**src/rtl/game_state_ctrl.sv**
```systemverilog
// Game state controller: run/pause/over FSM, per-frame sprite collision commit, lives/score.
// Optional GAME_BONUS_LIFE_EN: a committed bonus pickup adds one life.
module game_state_ctrl #(
  parameter int N_ENEMY       = 4,
  parameter int LIVES_INIT    = 3,
  parameter int LIVES_W       = 3,
  parameter int SCORE_W       = 16,
  parameter int INVULN_FRAMES = 60,
  parameter int INV_W         = 8
) (
  input  logic               clk_vga,
  input  logic               rst_n,
  input  logic               frame_start_i,
  input  logic               disp_i,
  input  logic               me_alpha_i,
  input  logic               bullet_alpha_i,
  input  logic               bonus_alpha_i,
  input  logic [N_ENEMY-1:0] enemy_alpha_i,
  input  logic               gamestart_i,
  input  logic               pause_i,
  output logic [2:0]         game_status_o,
  output logic [N_ENEMY-1:0] crash_me_enemy_o,
  output logic [N_ENEMY-1:0] crash_enemy_bullet_o,
  output logic               crash_me_bonus_o,
  output logic [LIVES_W-1:0] lives_o,
  output logic [SCORE_W-1:0] score_o
);

  typedef enum logic [2:0] {
    ST_PAUSE  = 3'b000,
    ST_RUN    = 3'b001,
    ST_PRERUN = 3'b010,
    ST_OVER   = 3'b011
  } state_t;

  localparam int PC_W = $clog2(N_ENEMY + 1);
  localparam logic [SCORE_W-1:0] SCORE_MAX = '1;
  localparam logic [LIVES_W-1:0] LIVES_MAX = '1;
  localparam logic [LIVES_W-1:0] LIVES_LD  = LIVES_W'(LIVES_INIT);
  localparam logic [INV_W-1:0]   INV_LD    = INV_W'(INVULN_FRAMES);

  state_t             r_state;
  logic [N_ENEMY-1:0] r_me_en;
  logic [N_ENEMY-1:0] r_en_bu;
  logic               r_me_bo;
  logic [N_ENEMY-1:0] r_crash_me_en;
  logic [N_ENEMY-1:0] r_crash_en_bu;
  logic               r_crash_me_bo;
  logic [LIVES_W-1:0] r_lives;
  logic [SCORE_W-1:0] r_score;
  logic [INV_W-1:0]   r_inv;

  logic               w_run;
  logic               w_sample;
  logic [N_ENEMY-1:0] w_pix_me_en;
  logic [N_ENEMY-1:0] w_pix_en_bu;
  logic               w_pix_me_bo;
  logic               w_loss;
  logic               w_gain;
  logic               w_over;
  logic [PC_W-1:0]    w_pc;
  logic [SCORE_W:0]   w_score_sum;
  logic [SCORE_W-1:0] w_score_nxt;
  logic [LIVES_W-1:0] w_lives_nxt;
  logic [INV_W-1:0]   w_inv_nxt;

  function automatic logic [PC_W-1:0] f_popcount(
    input logic [N_ENEMY-1:0] v
  );
    logic [PC_W-1:0] c;
    c = '0;
    for (int k = 0; k < N_ENEMY; k++)
      c = c + PC_W'(v[k]);
    return c;
  endfunction

  assign w_run       = (r_state == ST_RUN);
  assign w_sample    = w_run & disp_i;
  assign w_pix_me_en = {N_ENEMY{me_alpha_i}} & enemy_alpha_i;
  assign w_pix_en_bu = enemy_alpha_i & {N_ENEMY{bullet_alpha_i}};
  assign w_pix_me_bo = me_alpha_i & bonus_alpha_i;

  assign w_loss = (|r_me_en) & (r_inv == '0);
`ifdef GAME_BONUS_LIFE_EN
  assign w_gain = r_me_bo;
`else
  assign w_gain = 1'b0;
`endif

  assign w_pc        = f_popcount(r_en_bu);
  assign w_score_sum = {1'b0, r_score} + (SCORE_W+1)'(w_pc);
  assign w_score_nxt = w_score_sum[SCORE_W] ? SCORE_MAX
                                            : w_score_sum[SCORE_W-1:0];

  // a hit and a bonus on the same commit cancel; the hit still arms invulnerability
  always_comb begin
    w_lives_nxt = r_lives;
    w_over      = 1'b0;
    if (w_loss && !w_gain) begin
      if (r_lives != '0)
        w_lives_nxt = r_lives - LIVES_W'(1);
      w_over = (r_lives <= LIVES_W'(1));
    end else if (w_gain && !w_loss && r_lives != LIVES_MAX) begin
      w_lives_nxt = r_lives + LIVES_W'(1);
    end
  end

  always_comb begin
    w_inv_nxt = r_inv;
    if (w_loss)
      w_inv_nxt = INV_LD;
    else if (r_inv != '0)
      w_inv_nxt = r_inv - INV_W'(1);
  end

  always_ff @(posedge clk_vga or negedge rst_n) begin
    if (!rst_n) begin
      r_state <= ST_PRERUN;
      r_lives <= '0;
      r_score <= '0;
      r_inv   <= '0;
    end else begin
      unique case (r_state)
        ST_PRERUN: begin
          if (gamestart_i) begin
            r_state <= ST_RUN;
            r_lives <= LIVES_LD;
            r_score <= '0;
            r_inv   <= '0;
          end
        end
        ST_RUN: begin
          if (frame_start_i) begin
            r_lives <= w_lives_nxt;
            r_score <= w_score_nxt;
            r_inv   <= w_inv_nxt;
          end
          if (frame_start_i && w_over)
            r_state <= ST_OVER;
          else if (pause_i)
            r_state <= ST_PAUSE;
        end
        ST_PAUSE: begin
          if (pause_i)
            r_state <= ST_RUN;
        end
        ST_OVER: begin
          if (gamestart_i)
            r_state <= ST_PRERUN;
        end
        default: r_state <= ST_PRERUN;
      endcase
    end
  end

  // the pixel on the frame_start cycle seeds the new frame's flags
  always_ff @(posedge clk_vga or negedge rst_n) begin
    if (!rst_n) begin
      r_me_en       <= '0;
      r_en_bu       <= '0;
      r_me_bo       <= 1'b0;
      r_crash_me_en <= '0;
      r_crash_en_bu <= '0;
      r_crash_me_bo <= 1'b0;
    end else if (frame_start_i) begin
      r_crash_me_en <= w_run ? r_me_en : '0;
      r_crash_en_bu <= w_run ? r_en_bu : '0;
      r_crash_me_bo <= w_run & r_me_bo;
      r_me_en       <= w_sample ? w_pix_me_en : '0;
      r_en_bu       <= w_sample ? w_pix_en_bu : '0;
      r_me_bo       <= w_sample & w_pix_me_bo;
    end else begin
      r_crash_me_en <= '0;
      r_crash_en_bu <= '0;
      r_crash_me_bo <= 1'b0;
      if (w_sample) begin
        r_me_en <= r_me_en | w_pix_me_en;
        r_en_bu <= r_en_bu | w_pix_en_bu;
        r_me_bo <= r_me_bo | w_pix_me_bo;
      end
    end
  end

  assign game_status_o        = r_state;
  assign crash_me_enemy_o     = r_crash_me_en;
  assign crash_enemy_bullet_o = r_crash_en_bu;
  assign crash_me_bonus_o     = r_crash_me_bo;
  assign lives_o              = r_lives;
  assign score_o              = r_score;

endmodule

```
**config.mk**
```make
export PLATFORM = sky130hd
export DESIGN_NAME = game_state_ctrl
export DESIGN_NICKNAME = d
export VERILOG_FILES = /design/src/rtl/game_state_ctrl.sv
export SDC_FILE = /design/constraint.sdc
export NUM_CORES = 1
export LEC_CHECK = 0
export BUFFER_PORTS_ARGS = -buffer_cell sky130_fd_sc_hd__clkbuf_2
export CAP_MARGIN = 40
export CORE_AREA = 2 2 55 109
export DETAILED_ROUTE_END_ITERATION = 10
export DIE_AREA = 0 0 57 111
export PLACE_DENSITY = 0.71
export SLEW_MARGIN = 25
export SYNTH_ARGS = -nofsm -noshare
export SYNTH_HDL_FRONTEND = slang
export SYNTH_SLANG_ARGS = --single-unit
export TNS_END_PERCENT = 10
```
**constraint.sdc**
```tcl
create_clock -name clk_vga -period 7.2 [get_ports clk_vga]
set_input_delay 0.72 -clock clk_vga [delete_from_list [all_inputs] [get_ports clk_vga]]
set_output_delay 0.72 -clock clk_vga [all_outputs]
set_load 0.02 [all_outputs]
```
### Yosys cells after proc, flatten, opt, wreduce, memory -nomap -nowiden

Index checks and enable logic that the tools add are counted.

| cells by class | value |
|---|---|
| mux-type cells | 34 |
| equal/unequal tests | 11 |
| $lt $le $gt $ge | 1 |
| bitwise operators | 10 |
| add/subtract/negate cells | 6 |
| reductions and logical operators | 12 |

Operators with widths:

| kind | count |
|---|---|
| 2-to-1 mux 16 bit | 3 |
| 2-to-1 mux 4 bit | 10 |
| 2-to-1 mux 8 bit | 4 |
| one-hot mux 16 bit (2 select lines) | 1 |
| 2-to-1 mux 3 bit | 9 |
| adder 16 x 3 -> 17 bit | 1 |
| one-hot mux 8 bit (2 select lines) | 1 |
| one-hot mux 3 bit (4 select lines) | 1 |
| bitwise AND 4 bit | 2 |
| logical NOT 8 bit | 1 |
| inequality test 2 bit (second input constant) | 4 |
| bitwise OR 4 bit | 2 |
| AND reduction 4 bit | 2 |
| nonzero test 8 bit | 1 |
| subtractor 8 x 1 -> 8 bit (second input constant) | 1 |
| == test 3 x 2 -> 1 bit (second input constant) | 2 |
| one-hot mux 3 bit (2 select lines) | 1 |
| bitwise AND 1 bit | 5 |
| AND reduction 5 bit | 1 |
| 2-to-1 mux 1 bit | 4 |
| inequality test 2 x 1 -> 1 bit (second input constant) | 2 |
| nonzero test 2 bit | 2 |
| OR reduction 4 bit | 1 |
| adder 2 x 1 -> 3 bit | 1 |
| 12 further kinds | 12 |

| storage, ports and cells | value |
|---|---|
| output and inout bits | 31 |
| input port bits | 13 |
| bits in registers | 48 |

### Logic depth before layout (Yosys ltp)

Gate-level depths: netlist (run 1).

| depth | value |
|---|---|
| depth in word-level cells | 7 |
| depth in mapped cells | 10 |
| gate-level depth less buffers | 9 |

### Least setup slack after synthesis (run 1)

OpenSTA, ideal clock, no wires.

| timing | value |
|---|---|
| path type | flip-flop to flip-flop |
| start | reg r_score[0] (netlist: score_o[0]) |
| end | reg r_score[6] (netlist: score_o[6]) |
| library setup time | 0.124 ns |
| cell stages (with the launch flop) | 11 |
| path buffers | 1 |
| arrival | 2.545 ns |
| slack | 4.531 ns |
| clock period less this slack | 2.669 ns |
| cells stage by stage | dfrtp_1 > fa_1 > inv_1 > fa_1 > inv_1 > fa_1 > and3_1 > clkbuf_1 > and3_1 > o21ai_0 > a211o_1 |

| between the ends | value |
|---|---|
| cells in the longest elaborated chain, start to end | 4 |

Ends and longest elaborated chain:

| item | RTL line | source |
|---|---|---|
| start: declaration | 50 | `logic [SCORE_W-1:0] r_score;` |
| start signal: assignment | 135 | `r_score <= w_score_nxt;` |
| adder 16 x 3 -> 17 bit | 91 | `assign w_score_sum = {1'b0, r_score} + (SCORE_W+1)'(w_pc);` |
| 2-to-1 mux 16 bit | 92 | `assign w_score_nxt = w_score_sum[SCORE_W] ? SCORE_MAX` |
| 2-to-1 mux 16 bit | 133 | `if (frame_start_i) begin` |
| one-hot mux 16 bit (2 select lines) | 123 | `unique case (r_state)` |

Every way passes these cells. The select of a mux whose other input is x is not followed.
A chain may end at the register's enable or synchronous reset.

### Worst setup path in the final report (run 1)

| timing | value |
|---|---|
| start | reg r_score[0] (netlist: score_o[0]) |
| end | reg r_score[4] (netlist: score_o[4]) |

The elaborated chain is that of the path after synthesis.

==> results of run 1 <==
## stage by stage
step | utilization, % | hold slack [ns] | std cells
after floorplan | - | 0.424 | 287
after global placement | 52.7 | 0.500 | 379
after detailed placement | 52.9 | 0.496 | 380
after CTS | 55.9 | 0.307 | 388
after global routing | 55.9 | 0.321 | 388
final | 55.9 | 0.300 | 388
## how the worst min path moves through the flow
stage / to / start / cells past startpoint / slack (ns)
after global placement: crash_me_bonus_o / r_me_bo / 2 / 0.50
after global routing: r_inv[3] / rst_n / 1 / 0.32
final: r_inv[4] / rst_n / 1 / 0.30
after CTS: r_inv[3] / rst_n / 1 / 0.31
after detailed placement: crash_me_bonus_o / r_me_bo / 2 / 0.50
after floorplan: crash_enemy_bullet_o[0] / rst_n / 0 / 0.42
## cell type report
cell class	count	area, µm²	area share, %
Tap cell	61	76.3	2.45
Inverter	25	93.8	3.02
Sequential cell	47	1180	37.9
Timing Repair Buffer	44	225	7.24
Clock buffer	5	125	4.02
Multi-Input combinational cell	203	1370	44.0
Clock inverter	3	43.8	1.41
## cells in the mapped netlist (5+ instances only)
cell,number,area (µm²)
a21oi_1,7,35.0
and3_1,10,62.6
clkbuf_1,6,22.5
dfrtp_1,46,1150
ha_1,10,125
inv_1,25,93.8
nand2_1,26,97.6
nand3_1,16,80.1
nor2_1,18,67.6
o211ai_1,5,37.5
o21ai_0,30,150
## registers in the layout, summed over array words and instances, names as in the netlist
signal,cells
crash_me_enemy_o,4
r_en_bu,4
r_me_en,4
r_inv,8
crash_me_bonus_o,1
lives_o,3
crash_enemy_bullet_o,4
game_status_o,2
r_me_bo,1
score_o,16
## per-layer routing
metal | part of all wire [%] | vias up | GRT usage, %
met5 | 0 | - | 0
met4 | 2.4 | 0 | 8.99
met3 | 4.1 | 16 | 3.03
met2 | 50 | 71 | 34.0
met1 | 43 | 1148 | 26.2
li1 | - | 1124 | -
## critical path, stage by stage (launching register included)
cell,delay [ns]
dfrtp_1,0.41
fa_1,0.55
inv_1,0.05
fa_1,0.39
inv_1,0.09
fa_1,0.22
nand3_1,0.14
nor4_2,0.47
nand3_1,0.34
o311ai_0,0.21
## where the power goes
part           switching (mW)  internal [mW]  total [mW]
Clock                  0.0989          0.164       0.263
Combinational           0.320          0.184       0.505
Sequential             0.0503          0.309       0.359
Total                   0.469          0.657        1.13
## logic make-up (layout without fill, tap and decap cells)
logic type      Yosys count  after routing  share of synthesized area, %
simple gates            107            107                          22.5
other cells               1              1                         0.139
buf+inv                  37             77                          5.70
fa+ha+maj                13             13                          6.86
compound gates           82             82                          21.2
flops                    47             47                          43.6
==> qor.csv, run 1 <==
metric,value,unit
TritonCTS clock tree,yes,
routed wire length,6.26,mm
Critical Path Sink Type,flop,
RR Endpoint,score_o[4],
Peak supply drop,277,µV
grt ovf,0,
"Req. time, crit path",7.37,ns
Post-Syn Nets,313,
antenna violations before repair,0,
die outline height,111,µm
"setup slack, reg-to-reg",4.21,ns
R2R cell count,9,
final setup violation count,0,
"Async S/R FF share, synth",100,%
Final Hold Vio Count,0,
Final nets,352,
Setup TNS Final,0,ns
status,completed,
1st-iter DRT viols,109,
Worst-Margin Slew,0.617,ns
max-cap viol count,0,
post-DR wirelength/cell,16.1,µm
register area share after synthesis,43.6,%
most frequent cells in the layout,"dfrtp_1, clkbuf_2, o21ai_0",
first-pass GRT wire length,10.6,mm
clock root buffer,clkbuf_16,
ANT nets after route,0,
gp weighted congestion,0.849,
Final Instance Area,3110,µm²
Crit. Startpoint,score_o[0],
Pleak,1.47,nW
via count,2359,
Worst Path Max Fanout,7,
clk buf depth,2,
PnR worst setup slack,4.21,ns
ys flop type,dfrtp_1,
syn avg cell area,9.41,µm²
Final period util,41.5,%
Max Slew Vio Count,0,
vias in the first global route,2332,
clk_lat worst skew,0.29,ns
core region area,5560,µm²
# resized after CTS,0,
reg-to-reg startpoint,score_o[0],
Die Area,6330,µm²
Tot Pwr,1.13,mW
DRT Pass-1 Iters,4,
Die Wd,57,µm
Power Dens Cells,362,nW/µm²
Final min period,2.99,ns
hpwl dp,4.54,mm
synth warn,0,
Max Fclk,334,MHz
"most common cell after layout, fill and taps aside",dfrtp_1,
Worst-path clk slew,0.07,ns
Post-Syn Instances,287,
Hold Crit Class,input pin to async pin,
# DRC,0,
RSZ-0062 raised after global routing,no,
port bufs,42,
Via density,6.08,
Placed Area,2940,µm²
Final Skew,0.00626,ns
Fillers,499,
dpl ws,4.25,ns
CP endpoint,score_o[4],
CP startpoint kind,flop,
Ant. Diodes,0,
row cnt,39,
Yosys reg bits,47,
I/O pin count,44,
total setup buffers inserted after CTS,0,
kind of critical path,flop to flop,
largest net degree at the start of global routing,38,
layout cells sized above 1,20.8,%
Area Growth Syn to Fin,15.2,%
gr usage total,20.6,%
Initial Util,48.5,%
Slew headroom,57.8,%
Post-synth EDFFs,0,
number of clock buffers inserted by TritonCTS,5,
synth unique cells,56,
clock sink total,47,
htree depth,2,
cell area after synthesis,2700,µm²
CP arrival,3.16,ns
Hold Buf Count CTS,0,
(Power assumes the default switching activity.)
==> run 2: changes to the inputs <==
--- a/config.mk
+++ b/config.mk
@@ -5,12 +5,13 @@
 export SDC_FILE = /design/constraint.sdc
 export NUM_CORES = 1
 export LEC_CHECK = 0
+export ABC_AREA = 1
 export BUFFER_PORTS_ARGS = -buffer_cell sky130_fd_sc_hd__clkbuf_2
 export CAP_MARGIN = 40
-export CORE_AREA = 2 2 55 109
+export CORE_AREA = 2 2 56 110
 export DETAILED_ROUTE_END_ITERATION = 10
-export DIE_AREA = 0 0 57 111
-export PLACE_DENSITY = 0.71
+export DIE_AREA = 0 0 58 112
+export PLACE_DENSITY = 0.73
 export SLEW_MARGIN = 25
 export SYNTH_ARGS = -nofsm -noshare
 export SYNTH_HDL_FRONTEND = slang
==> constraint.sdc (replaced) <==
create_clock -name clk_vga -period 2.5 [get_ports clk_vga]
set_input_delay 0.25 -clock clk_vga [delete_from_list [all_inputs] [get_ports clk_vga]]
set_output_delay 0.25 -clock clk_vga [all_outputs]
set_load 0.02 [all_outputs]
==> run 2 against run 1 <==
  * The run now ends with negative setup slack left
  * First-iteration DRC count is 38% higher
  * Synthesized cell count is 21% higher
  * Non-clock buffer count is 9 higher
  * Synthesized area is 2.0% higher
  * Flip-flop and latch count stayed put
  * Power grew to 2.6 times the previous value
  * Die area is 2.7% higher
  * Sequential power grew to 2.9 times the previous value
  * Clock power grew to 2.7 times the previous value
  * Sequential share of layout area is 1.7 points lower
  * Critical path type unchanged
==> qor.csv, run 2 <==
metric,value,unit,change
status,"finished, violations left",,was completed
failing checks,negative setup slack,,
Worst-path clk slew,0.07,ns,about the same
combinational family with the most area after synthesis,simple AND/OR/NAND/NOR gates,,unchanged
hpwl dp,4.99,mm,was 4.54 mm
Worst-Margin Slew,0.589,ns,was 0.617 ns
max-cap viol count,0,,unchanged
Tot Pwr,2.90,mW,was 1.13 mW
Final nets,426,,was 352
antenna violations before repair,0,,unchanged
post-synth top area share,41.8,%,was 42.6%
Via density,5.18,,was 6.08
register area share after synthesis,42.7,%,was 43.6%
Hold Crit Class,input pin to flop,,was input pin to async pin
top-count cell post-synth,nand2_1,,was dfrtp_1
row cnt,39,,unchanged
final setup violation count,8,,was 0
post-DR wirelength/cell,14.0,µm,was 16.1 µm
Post-synth EDFFs,0,,unchanged
Register Area,1180,µm²,about the same
port bufs,42,,unchanged
Final Skew,0.00634,ns,was 0.00626 ns
# DRC,0,,unchanged
Fillers,525,,was 499
"Req. time, crit path",2.72,ns,was 7.37 ns
Worst Path Max Fanout,8,,was 7
CP arrival,2.75,ns,was 3.16 ns
Final Hold Vio Count,0,,unchanged
synth unique cells,38,,was 56
vias in the first global route,2441,,was 2332
routed wire length,6.46,mm,was 6.26 mm
Die Wd,58,µm,was 57 µm
Synth Area in Adders,6.72,%,was 6.86%
ANT nets after route,0,,unchanged
Initial Util,48.7,%,was 48.5%
htree depth,2,,unchanged
die outline height,112,µm,was 111 µm
synth warn,0,,unchanged
Post-Syn Instances,348,,was 287
Slew headroom,60.7,%,was 57.8%
Final Core Density,57.5,%,was 55.9%
clock sink total,47,,unchanged
syn avg cell area,7.92,µm²,was 9.41 µm²
1st-iter DRT viols,150,,was 109
Post-Syn Nets,374,,was 313
PnR worst setup slack,-0.0302,ns,was 4.21 ns
ys flop type,dfrtp_1,,unchanged
gr usage total,21.6,%,was 20.6%
combined area of the multi-input logic cells,1370,µm²,about the same
"Async S/R FF share, synth",100,%,unchanged
synth cell count leaders,"nand2_1, dfrtp_1, inv_1",,"was dfrtp_1, o21ai_0, nand2_1"
"most common cell after layout, fill and taps aside",nand2_1,,was dfrtp_1
most frequent cells in the layout,"nand2_1, dfrtp_1, inv_1",,"was dfrtp_1, clkbuf_2, o21ai_0"
max reg flops,16,,unchanged
Final min period,2.53,ns,was 2.99 ns
via count,2395,,was 2359
grt ovf,0,,unchanged
core region area,5660,µm²,was 5560 µm²
Ant. Diodes,0,,unchanged
kind of critical path,flop to flop,,unchanged
Synth Area in Compound Gates,7.95,%,was 21.2%
CP startpoint kind,flop,,unchanged
Die Area,6500,µm²,was 6330 µm²
post-synthesis mux area share,0,%,unchanged
cell area after synthesis,2760,µm²,was 2700 µm²
Power Dens Cells,891,nW/µm²,was 362 nW/µm²
gp weighted congestion,0.858,,was 0.849
clk buf depth,2,,unchanged
Critical Path Sink Type,flop,,unchanged
Pleak,1.77,nW,was 1.47 nW
XOR/XNOR Fraction of Synth Area,2.86,%,was 0%
TritonCTS clock tree,yes,,unchanged
Final period util,101,%,was 41.5%
Area Growth Syn to Fin,18.2,%,was 15.2%
dpl ws,-0.128,ns,was 4.25 ns
Yosys reg bits,47,,unchanged
"area leader, netlist",dfrtp_1,,unchanged
Peak supply drop,756,µV,was 277 µV
layout cells sized above 1,22.2,%,was 20.8%
simple-gate share of the synthesized area,31.3,%,was 22.5%
clock root buffer,clkbuf_16,,unchanged
number of clock buffers inserted by TritonCTS,5,,unchanged
largest net degree at the start of global routing,22,,was 38
I/O pin count,44,,unchanged
first-pass GRT wire length,10.7,mm,was 10.6 mm
top cells by area in the synthesized netlist,"dfrtp_1, nand2_1, inv_1",,"was dfrtp_1, o21ai_0, ha_1"
Max Slew Vio Count,0,,unchanged
DRT Pass-1 Iters,4,,unchanged
RSZ-0062 raised after global routing,yes,,was no
clk_lat worst skew,0.29,ns,about the same
Max Fclk,395,MHz,was 334 MHz
run 2: changes by cell type after synthesis, moves of 4 or more:
cell      previous run  this run
and3_1              10         0
clkbuf_1             6         1
inv_1               25        46
nand2_1             26        99
nand2_2              0         4
nand3_1             16        27
nor2_1              18        30
nor2b_1              4         0
o211ai_1             5         1
o21ai_0             30        13
o21ai_1              1        14
o311ai_0             4         0
xor2_1               0         9
run 2: cell type report:
type | instances | area share (%)
Multi-Input combinational cell | 245 | 42.1
Sequential cell | 47 | 36.2
Timing Repair Buffer | 53 | 9.07
Inverter | 48 | 5.53
Clock buffer | 6 | 4.26
Tap cell | 61 | 2.34
Clock inverter | 2 | 0.499
run 2: timing repair:
action,CTS,global route
endpoints found under the hold margin,18,0
gates resized for setup,3,2
pin swaps,7,5
buffers inserted,1,1
setup endpoints to repair,16,16
hold buffers,1,0
run 2: worst paths after layout:
kind	end	cells past startpoint	slack (ns)	start
worst max-delay path	score_o[4]	11	-0.03	r_en_bu[2]
worst min-delay path	r_me_bo	3	0.20	bonus_alpha_i
worst max register to register	score_o[4]	11	-0.03	r_en_bu[2]
worst min register to register	r_inv[1]	2	0.50	r_inv[1]
max in group asynchronous	r_en_bu[3]	3	1.37	rst_n
min in group asynchronous	score_o[13]	2	0.49	rst_n
run 2: per-stage QoR:
step / instances / hold slack (ns) / area [µm²] / TNS, ns
2_1_floorplan: 348 / -0.0456 / 2770 / 0
3_3_place_gp: 450 / 0.273 / 3060 / -0.163
3_5_place_dp: 451 / 0.280 / 3070 / -1.19
4_1_cts: 461 / 0.203 / 3240 / -0.362
5_1_grt: 462 / 0.247 / 3260 / -1.58
6_report: 462 / 0.203 / 3260 / -0.132
run 2: metal layers:
layer	vias to the layer above	wire length (µm)	track usage, %	share of wire [%]
li1	1200	-	-	-
met1	1132	2320	20.7	36
met2	47	3750	41.9	58
met3	16	181	3.83	2.8
met4	0	201	9.77	3.1
met5	-	0	0	0
run 2: kinds of logic after synthesis:
logic type | Yosys count
simple gates | 183
buf+inv | 56
flops | 47
compound gates | 39
fa+ha+maj | 13
xor+xnor | 9
other cells | 1
run 2: power breakdown:
part / internal [mW] / total, mW / switching (mW) / leakage, nW
sequential: 0.892 / 1.03 / 0.136 / 0.628
clock: 0.400 / 0.701 / 0.301 / 0.0731
combinational: 0.415 / 1.17 / 0.758 / 1.07
total: 1.71 / 2.90 / 1.20 / 1.77
run 2: worst max-delay path, stage by stage (launching register included):
cell     delay, ns
dfrtp_1       0.41
fa_1          0.57
inv_2         0.05
fa_2          0.33
inv_2         0.07
fa_2          0.23
nand3_4       0.11
nor2_8        0.21
nand3_4       0.11
nor2_4        0.20
o21ai_2       0.08
o21ai_2       0.08
